--- config.mk ---
export PLATFORM = sky130hd
export DESIGN_NAME = sram_ctrl
export DESIGN_NICKNAME = d
export VERILOG_FILES = /design/src/rtl/sram_ctrl_pkg.sv /design/src/rtl/sram_ctrl_bist.sv /design/src/rtl/sram_ctrl.sv
export SDC_FILE = /design/constraint.sdc
export NUM_CORES = 1
export LEC_CHECK = 0
export CAP_MARGIN = 20
export CORE_MARGIN = 10
export CORE_UTILIZATION = 38
export CTS_CLUSTER_SIZE = 25
export DETAILED_ROUTE_END_ITERATION = 10
export GPL_ROUTABILITY_DRIVEN = 0
export PLACE_DENSITY = 0.87
export SLEW_MARGIN = 20
export SYNTH_ARGS = -nofsm -noshare
export SYNTH_HDL_FRONTEND = slang
export SYNTH_HIERARCHICAL = 1
export SYNTH_SLANG_ARGS = --single-unit
--- constraint.sdc ---
create_clock -name en -period 1.91 [get_ports en]
set_clock_uncertainty 0.2 [all_clocks]
set_input_delay 0.573 -clock en [delete_from_list [all_inputs] [get_ports en]]
set_output_delay 0.573 -clock en [all_outputs]
set_load 0.02 [all_outputs]
--- src/rtl/sram_ctrl_pkg.sv ---
// Shared types and constants for the SRAM access controller.
// The S_BIST state exists only when SRAM_CTRL_BIST_EN is defined.
package sram_ctrl_pkg;

  localparam int ADDR_W_DEF = 3;
  localparam int DATA_W_DEF = 8;

  localparam logic [7:0] BIST_SEED = 8'hA5;

  typedef enum logic [2:0] {
    S_IDLE,
    S_WR,
    S_RD1,
    S_RD2
`ifdef SRAM_CTRL_BIST_EN
    ,
    S_BIST
`endif
  } state_e;

endpackage

--- src/rtl/sram_ctrl_bist.sv ---
// Self-test sequencer: address counter, phase flag, pattern and compare.
// Instantiated by sram_ctrl only when SRAM_CTRL_BIST_EN is defined.
module sram_ctrl_bist
  import sram_ctrl_pkg::*;
#(
  parameter int ADDR_W = ADDR_W_DEF,
  parameter int DATA_W = DATA_W_DEF
) (
  input  logic              clk,
  input  logic              rst,
  input  logic              start_i,
  input  logic              step_i,
  input  logic [DATA_W-1:0] dout_i,
  output logic              active_o,
  output logic              we_o,
  output logic [ADDR_W-1:0] addr_o,
  output logic [DATA_W-1:0] wdata_o,
  output logic              last_o,
  output logic              fail_o
);

  logic              active_q, active_d;
  logic              rd_q, rd_d;
  logic [ADDR_W-1:0] addr_q, addr_d;
  logic              fail_q, fail_d;
  logic [DATA_W-1:0] pat;

  assign pat      = DATA_W'(BIST_SEED) ^ DATA_W'(addr_q);
  assign active_o = active_q;
  assign we_o     = !rd_q;
  assign addr_o   = addr_q;
  assign wdata_o  = pat;
  assign last_o   = rd_q && (&addr_q);
  assign fail_o   = fail_q;

  // step_i marks the end of one WR or RD2 cycle issued for self-test
  always_comb begin
    active_d = active_q;
    rd_d     = rd_q;
    addr_d   = addr_q;
    fail_d   = fail_q;
    if (start_i) begin
      active_d = 1'b1;
      rd_d     = 1'b0;
      addr_d   = '0;
      fail_d   = 1'b0;
    end else if (step_i) begin
      addr_d = addr_q + 1'b1;
      if (rd_q) begin
        if (dout_i != pat) begin
          fail_d = 1'b1;
        end
        if (&addr_q) begin
          active_d = 1'b0;
          rd_d     = 1'b0;
        end
      end else if (&addr_q) begin
        rd_d = 1'b1;
      end
    end
  end

  always_ff @(posedge clk) begin
    if (rst) begin
      active_q <= 1'b0;
      rd_q     <= 1'b0;
      addr_q   <= '0;
      fail_q   <= 1'b0;
    end else begin
      active_q <= active_d;
      rd_q     <= rd_d;
      addr_q   <= addr_d;
      fail_q   <= fail_d;
    end
  end

endmodule

--- src/rtl/sram_ctrl.sv ---
// Valid/ready to 6T SRAM cycle sequencer with registered pin drivers.
// Optional self-test is compiled in with SRAM_CTRL_BIST_EN.
module sram_ctrl
  import sram_ctrl_pkg::*;
#(
  parameter int ADDR_W = ADDR_W_DEF,
  parameter int DATA_W = DATA_W_DEF
) (
  input  logic              en,
  input  logic              rst,
  input  logic              req_valid,
  output logic              req_ready,
  input  logic              req_we,
  input  logic [ADDR_W-1:0] req_addr,
  input  logic [DATA_W-1:0] req_wdata,
  output logic              rsp_valid,
  output logic [DATA_W-1:0] rsp_rdata,
  output logic              ysw,
  output logic              ysr,
  output logic [ADDR_W-1:0] add,
  output logic [DATA_W-1:0] din,
  input  logic [DATA_W-1:0] dout,
  input  logic              bist_start,
  output logic              bist_done,
  output logic              bist_fail
);

  state_e            state_q, state_d;
  logic              ysw_q, ysw_d;
  logic              ysr_q, ysr_d;
  logic [ADDR_W-1:0] add_q, add_d;
  logic [DATA_W-1:0] din_q, din_d;
  logic              rsp_valid_q, rsp_valid_d;
  logic [DATA_W-1:0] rdata_q, rdata_d;

`ifdef SRAM_CTRL_BIST_EN
  logic              done_q, done_d;
  logic              bist_go;
  logic              bist_step;
  logic              bist_act;
  logic              bist_we;
  logic              bist_last;
  logic [ADDR_W-1:0] bist_addr;
  logic [DATA_W-1:0] bist_wdata;

  sram_ctrl_bist #(
    .ADDR_W (ADDR_W),
    .DATA_W (DATA_W)
  ) u_bist (
    .clk      (en),
    .rst      (rst),
    .start_i  (bist_go),
    .step_i   (bist_step),
    .dout_i   (dout),
    .active_o (bist_act),
    .we_o     (bist_we),
    .addr_o   (bist_addr),
    .wdata_o  (bist_wdata),
    .last_o   (bist_last),
    .fail_o   (bist_fail)
  );

  assign bist_done = done_q;
`else
  logic unused_bist;

  assign unused_bist = bist_start;
  assign bist_done   = 1'b0;
  assign bist_fail   = 1'b0;
`endif

  assign req_ready = (state_q == S_IDLE) && !rst;
  assign rsp_valid = rsp_valid_q;
  assign rsp_rdata = rdata_q;
  assign ysw       = ysw_q;
  assign ysr       = ysr_q;
  assign add       = add_q;
  assign din       = din_q;

  // Selects and bus default low so add/din read 0 whenever idle
  always_comb begin
    state_d     = state_q;
    ysw_d       = 1'b0;
    ysr_d       = 1'b0;
    add_d       = '0;
    din_d       = '0;
    rsp_valid_d = 1'b0;
    rdata_d     = rdata_q;
`ifdef SRAM_CTRL_BIST_EN
    done_d      = 1'b0;
    bist_go     = 1'b0;
    bist_step   = 1'b0;
`endif
    unique case (state_q)
      S_IDLE: begin
`ifdef SRAM_CTRL_BIST_EN
        if (bist_start) begin
          bist_go = 1'b1;
          state_d = S_BIST;
        end else
`endif
        if (req_valid) begin
          add_d = req_addr;
          if (req_we) begin
            state_d = S_WR;
            ysw_d   = 1'b1;
            din_d   = req_wdata;
          end else begin
            state_d = S_RD1;
            ysr_d   = 1'b1;
          end
        end
      end
      S_WR: begin
        state_d = S_IDLE;
`ifdef SRAM_CTRL_BIST_EN
        if (bist_act) begin
          bist_step = 1'b1;
          state_d   = S_BIST;
        end
`endif
      end
      S_RD1: begin
        state_d = S_RD2;
        ysr_d   = 1'b1;
        add_d   = add_q;
      end
      S_RD2: begin
        state_d = S_IDLE;
`ifdef SRAM_CTRL_BIST_EN
        if (bist_act) begin
          bist_step = 1'b1;
          done_d    = bist_last;
          state_d   = bist_last ? S_IDLE : S_BIST;
        end else
`endif
        begin
          rsp_valid_d = 1'b1;
          rdata_d     = dout;
        end
      end
`ifdef SRAM_CTRL_BIST_EN
      S_BIST: begin
        add_d = bist_addr;
        if (bist_we) begin
          state_d = S_WR;
          ysw_d   = 1'b1;
          din_d   = bist_wdata;
        end else begin
          state_d = S_RD1;
          ysr_d   = 1'b1;
        end
      end
`endif
      default: state_d = S_IDLE;
    endcase
  end

  always_ff @(posedge en) begin
    if (rst) begin
      state_q     <= S_IDLE;
      ysw_q       <= 1'b0;
      ysr_q       <= 1'b0;
      add_q       <= '0;
      din_q       <= '0;
      rsp_valid_q <= 1'b0;
      rdata_q     <= '0;
`ifdef SRAM_CTRL_BIST_EN
      done_q      <= 1'b0;
`endif
    end else begin
      state_q     <= state_d;
      ysw_q       <= ysw_d;
      ysr_q       <= ysr_d;
      add_q       <= add_d;
      din_q       <= din_d;
      rsp_valid_q <= rsp_valid_d;
      rdata_q     <= rdata_d;
`ifdef SRAM_CTRL_BIST_EN
      done_q      <= done_d;
`endif
    end
  end

endmodule

Yosys cells after proc, flatten, opt, wreduce, memory -nomap -nowiden
Cells that the tools add are included.
- register bits after elaboration: 25
- input bits: 24
- reductions and logical operators: 5
- multiplexer cells: 10
- bitwise gates (word level): 3
- equality and inequality tests: 3
- operators with widths (kind ; number):
    $pmux 3 s2 ; 2
    $eq 3x2->1 const B ; 2
    $mux 3 ; 2
    $mux 1 ; 4
    $reduce_or 4->1 ; 1
    $logic_not 3->1 ; 1
    $not 1->1 ; 3
    $reduce_or 3->1 ; 1
    $mux 2 ; 1
    $ne 2x2->1 const B ; 1
    $pmux 1 s2 ; 1
    $logic_and 1x1->1 ; 1
    $logic_not 1->1 ; 1

Logic depth before layout (Yosys ltp)
Gate-level depths: netlist (run 1).
- word-level depth: 3
- mapped depth: 4
- depth with buffers taken out: 2

Least setup slack after synthesis (run 1)
Ideal clock, no wire load.
- kind: in2out
- start: in rst
- end: out req_ready
- setup slack: -0.043 ns
- data required time: 1.137 ns
- cell stages on the path: 3
- arrival: 1.180 ns
- path through: or3_4 buf_6 inv_1
- word-level cells in the longest chain between the ends: 2
- ends and longest elaborated chain (element ; line ; text):
    from (decl) ; sram_ctrl.sv:10 ; input logic rst,
    $logic_not 1->1 ; sram_ctrl.sv:72 ; assign req_ready = (state_q == S_IDLE) && !rst;
    $logic_and 1x1->1 ; sram_ctrl.sv:72 ;
    to (decl) ; sram_ctrl.sv:12 ; output logic req_ready,
No other way between the ends.

Worst setup path after layout (run 1)
Ends and elaborated chain as after synthesis.

==> reports/results.ini, run 1 <==
[logic_synthesis]
netlist_area_um2=928
synthDistinctLibCells=17
avgSynthCellArea_um2=9.67
ys_seq_area_frac=0.518
ys_ff_latch=24
synth_cells=96
ys.warnings.count=6

[routing]
firstDrtPassIters=4
vias=786
drc=0
avgRoutedWirePerCell_um=13.7
first_iter_violations=35
routed_wl_um=2340
via_per_inst=4.62
antenna_left=0

[sta]
finalCriticalPeriod_ns=1.99
finalHoldViolCount=0
timing.final.ws_setup_ns=-0.0834
grt_setup_unrepaired=true
tns_ns=-0.0834
timing.final.crit_share=1.04
finalSetupViolCount=1
slew_viol_final=0
max_freq_ghz=0.502

[global_routing]
grt_max_degree=25
antenna_found_initial=0
grt_pass1_vias=817
track_usage=0.0974
grt_first_pass_wirelength_um=3900
grt-ovfl-total=0

[placement]
placed_area_mm2=0.00140
port_buffers=45
pre_cts_ws_ns=-0.874
hpwlAfterDp_um=1920

[setup_path]
critPathRequiredTime_ns=1.14
r2r_slack_ns=0.51
startpoint_type=primary input
worstPathMaxFanout=2
cp.arrival_ns=1.22
path_class=in -> out
end_kind=output pin

[cts]
cts.sink_count=24
cts.path.max_buffers=2
htreeDepth=1
cts_root_buf=clkbuf_4
cts_tree=done
clk_latency_ns=0.31
cts_buffers=3
clk_pin_slew_ns=0.11

[worst_hold_path]
worstHoldPathType=reg -> reg

[finish]
nets=168
design_area_mm2=0.00141
final_common_cell=dfxtp_1
synthToLayoutAreaGrowth_pct=51.3
layout_common_cells=dfxtp_1, dlygate4sd2_1, clkdlybuf4s50_1
n_antenna_cell=0
utilization=0.617
drive_gt1_frac=0.225

[die]
num_rows=17
die-area_mm2=0.00482
num_io_pins=49
core_mm2=0.00228
start_util=0.408
die_h_um=69.4
chipWidth_um=69.4

[pwr]
power_density_mw_per_mm2=639
p_leak_nw=0.658
ir_worst_vdd_v=0.000447

[run_status]
outcome=complete, but fails checks
violations=setup timing

[run]
max-cap-violations=0

flip-flops by register name (all words and copies together) (netlist names):
name / count
rsp_valid: 1
state_q: 2
add: 3
ysr: 1
rsp_rdata: 8
ysw: 1
din: 8
final cells by class:
class | instances | area (um^2)
clock buffers | 3 | 22.5
fillers | 208 | 871
inverters | 10 | 37.5
multi-input cells | 53 | 350
flip-flops and latches | 24 | 482
well taps | 28 | 35.0
repair buffers | 52 | 478
routing by layer:
layer  track usage  vias to the layer above  part of all wire
met5             0                        -                 0
met4        0.0466                        0             0.018
met3        0.0585                        5              0.12
met2         0.145                       37              0.44
met1         0.107                      345              0.42
li1              -                      399                 -
report_power, final:
part | total [mW] | switching [mW] | internal, mW
Clock | 0.210 | 0.137 | 0.0737
Combinational | 0.167 | 0.0830 | 0.0839
Sequential | 0.521 | 0.00499 | 0.516
logic make-up (layout without fill, tap and decap cells):
family,Yosys count,in the layout,share of synthesized area
buf+inv,20,65,0.109
simple gates,29,29,0.208
other cells,1,2,0.00404
compound gates,22,22,0.162
flops,24,24,0.518
synth_stat cells:
master    instances  share of area
or3_4             1          0.012
conb_1            1         0.0040
a21oi_1          14          0.075
a21bo_2           8          0.086
buf_6             2          0.024
buf_4             2          0.016
buf_2             3          0.016
nand3b_1          3          0.024
inv_1            10          0.040
dfxtp_1          24           0.52
nor2_1            2         0.0081
nor3_2            8          0.086
nand2_1           5          0.020
nand3_1           8          0.043
nand2b_1          1         0.0067
or2_2             1         0.0067
clkbuf_1          3          0.012
final timing paths:
kind,from,end,cells after the start
setup / recovery,rst,req_ready,4
hold / removal,add[2],add[2],2
hold reg to reg,add[2],add[2],2
setup reg to reg,state_q[0],state_q[1],4
through the flow:
| stage | total power [mW] | instances | hold WS (ns) |
|---|---|---|---|
| 2_1_floorplan | 0.622 | 97 | 0.329 |
| 3_3_place_gp | 0.703 | 166 | 0.238 |
| 3_5_place_dp | 0.707 | 166 | 0.244 |
| 4_1_cts | 0.911 | 169 | 0.257 |
| 5_1_grt | 0.953 | 170 | 0.288 |
| 6_report | 0.898 | 170 | 0.256 |
worst max-delay path: stages:
cell and delay [ns]:
buf_6 0.09, or3_4 0.39, inv_2 0.06, buf_6 0.11
repair_timing:
action                     4_1_cts  5_1_grt
gates resized for setup         34        0
buffers inserted                 0        1
pin swaps                        1        1
hold buffers                     0        0
setup endpoints to repair       23        1
Note: power is estimated with default switching activity, not from simulation.
==> run 2: changes to the inputs <==
Clock period 1.91 ns to 2.24 ns, I/O delays scaled along.
==> run 2 against run 1 <==
Against the previous run: die area unchanged; count of clock-buffer cells in the layout unchanged; largest power group unchanged; register-to-register slack better by 0.38 ns; the run now ends clean; wire length fell by 1.7%; combinational power fell by 14%; global-route usage fell by 0.46 points; final cell count is 1.2% lower; first-iteration DRC count up 69%; sequential share of layout area shrank 0.80 points.
==> reports/results.ini, run 2 (synthesized netlist as in run 1, its figures left out) <==
[run_status]
outcome=completed

[placement]
placed_area_mm2=0.00138
hpwlAfterDp_um=1810
pre_cts_ws_ns=-0.735
port_buffers=45
place_inst=164

[cts]
cts_buffers=3
clk_pin_slew_ns=0.13
htreeDepth=1
clk_latency_ns=0.31
cts.path.max_buffers=2
cts_tree=done
cts_post_setup_buffers_inserted=0
cts.sink_count=24
cts_root_buf=clkbuf_4

[sta]
worst_pin_slew_ns=0.498
finalSetupViolCount=0
tns_ns=0
hold_slack_ns=0.265
timing.final.crit_share=0.976
maxSlewHeadroom=0.667
finalCriticalPeriod_ns=2.19
grt_setup_unrepaired=false
max_freq_ghz=0.457
slew_viol_final=0
finalHoldViolCount=0
timing.final.ws_setup_ns=0.0541

[finish]
drive_gt1_frac=0.207
n_antenna_cell=0
layout_common_cells=clkdlybuf4s50_1, dfxtp_1, a21oi_1
utilization=0.631
multi_input_area_um2=350
seq_area_um2=480
nFillCells=193
nets=165
final_common_cell=clkdlybuf4s50_1
design_area_mm2=0.00144
stdcell_count=168
synthToLayoutAreaGrowth_pct=54.6

[global_routing]
grt_first_pass_wirelength_um=3750
grt_max_degree=25
track_usage=0.0928
antenna_found_initial=0
grt_pass1_vias=796
grt-ovfl-total=0

[setup_path]
end_kind=output pin
path_class=in -> out
r2r_slack_ns=0.89
critical-path-top-delay-family=simple AND/OR/NAND/NOR gates
path_cells=buf_2 > or3_4 > inv_2 > buf_6
cpPeakStageDelay_ns=0.37
crit_slowest_cell=or3_4
worstPathMaxFanout=2
cp.arrival_ns=1.31
path_buf_inv=3
startpoint_type=primary input
critPathRequiredTime_ns=1.37

[routing]
first_iter_violations=59
avgRoutedWirePerCell_um=13.7
vias=772
routed_wl_um=2300
via_per_inst=4.60
drc=0
antenna_left=0
firstDrtPassIters=4

[pwr]
power_density_mw_per_mm2=624
p_sw_frac=0.224
clock_power_share=0.342
intPower_mw=0.695
ir_worst_vdd_v=0.000465
finalPower_mw=0.896
p_comb_frac=0.161
p_sw_mw=0.201
sequentialPowerShare=0.497
p_leak_nw=0.572

[die]
chipWidth_um=69.4
die-area_mm2=0.00482
num_io_pins=49
num_rows=17
die_h_um=69.4
start_util=0.408
core_mm2=0.00228

[run]
max-cap-violations=0

[worst_hold_path]
worstHoldPathType=reg -> reg

## run 2: changes by cell type in the layout (fill, tap and decap cells not counted), sizes merged
cell / delta
dlymetal6s2s: +1
clkdlybuf4s50: +21
dlygate4sd2: -22
bufinv: +1
buf: -3
## run 2: layout make-up
| class | instances | share of cell area |
|---|---|---|
| Sequential cell | 24 | 0.335 |
| Clock inverter | 1 | 0.0209 |
| Inverter | 10 | 0.0262 |
| Tap cell | 28 | 0.0244 |
| Clock buffer | 3 | 0.0157 |
| Multi-Input combinational cell | 53 | 0.244 |
| Timing Repair Buffer | 49 | 0.334 |
## run 2: metal layers
metal / up-vias / global-route usage / routed length, um
li1: 395 / - / -
met1: 338 / 0.0996 / 974
met2: 35 / 0.134 / 976
met3: 4 / 0.0642 / 303
met4: 0 / 0.0466 / 42
met5: - / 0 / 0
## run 2: repair_timing
item                                    in CTS  in global routing
cloned                                       0                  0
hold buffers                                 0                  0
gates resized for setup                     11                  1
endpoints found under the setup margin       1                  1
pin swaps                                    1                  0
hold endpoints to repair                     0                  0
## run 2: worst paths after layout
check / startpoint / end / depth (start not counted)
setup / recovery: rst / req_ready / 4
hold / removal: add[0] / add[0] / 2
setup reg to reg: state_q[0] / din[0] / 3
hold reg to reg: add[0] / add[0] / 2
## run 2: worst min-delay path, stage by stage (launching register included)
cell and delay [ns]:
dfxtp_1 0.33, nand2_1 0.05, a21oi_1 0.05
## run 2: power groups by stage
stage          combinational (mW)  clock [mW]  sequential (mW)
2_1_floorplan              0.0629           0            0.467
3_3_place_gp                0.142           0            0.454
3_5_place_dp                0.145           0            0.455
4_1_cts                     0.146       0.314            0.445
5_1_grt                     0.157       0.327            0.447
6_report                    0.144       0.307            0.445
==> run 3: changes to the inputs <==
Settings changed: ABC_CLOCK_PERIOD_IN_PS from default to 2240.
==> results of run 3 <==
Final layout, timing and power as in run 2 (identical DEF).
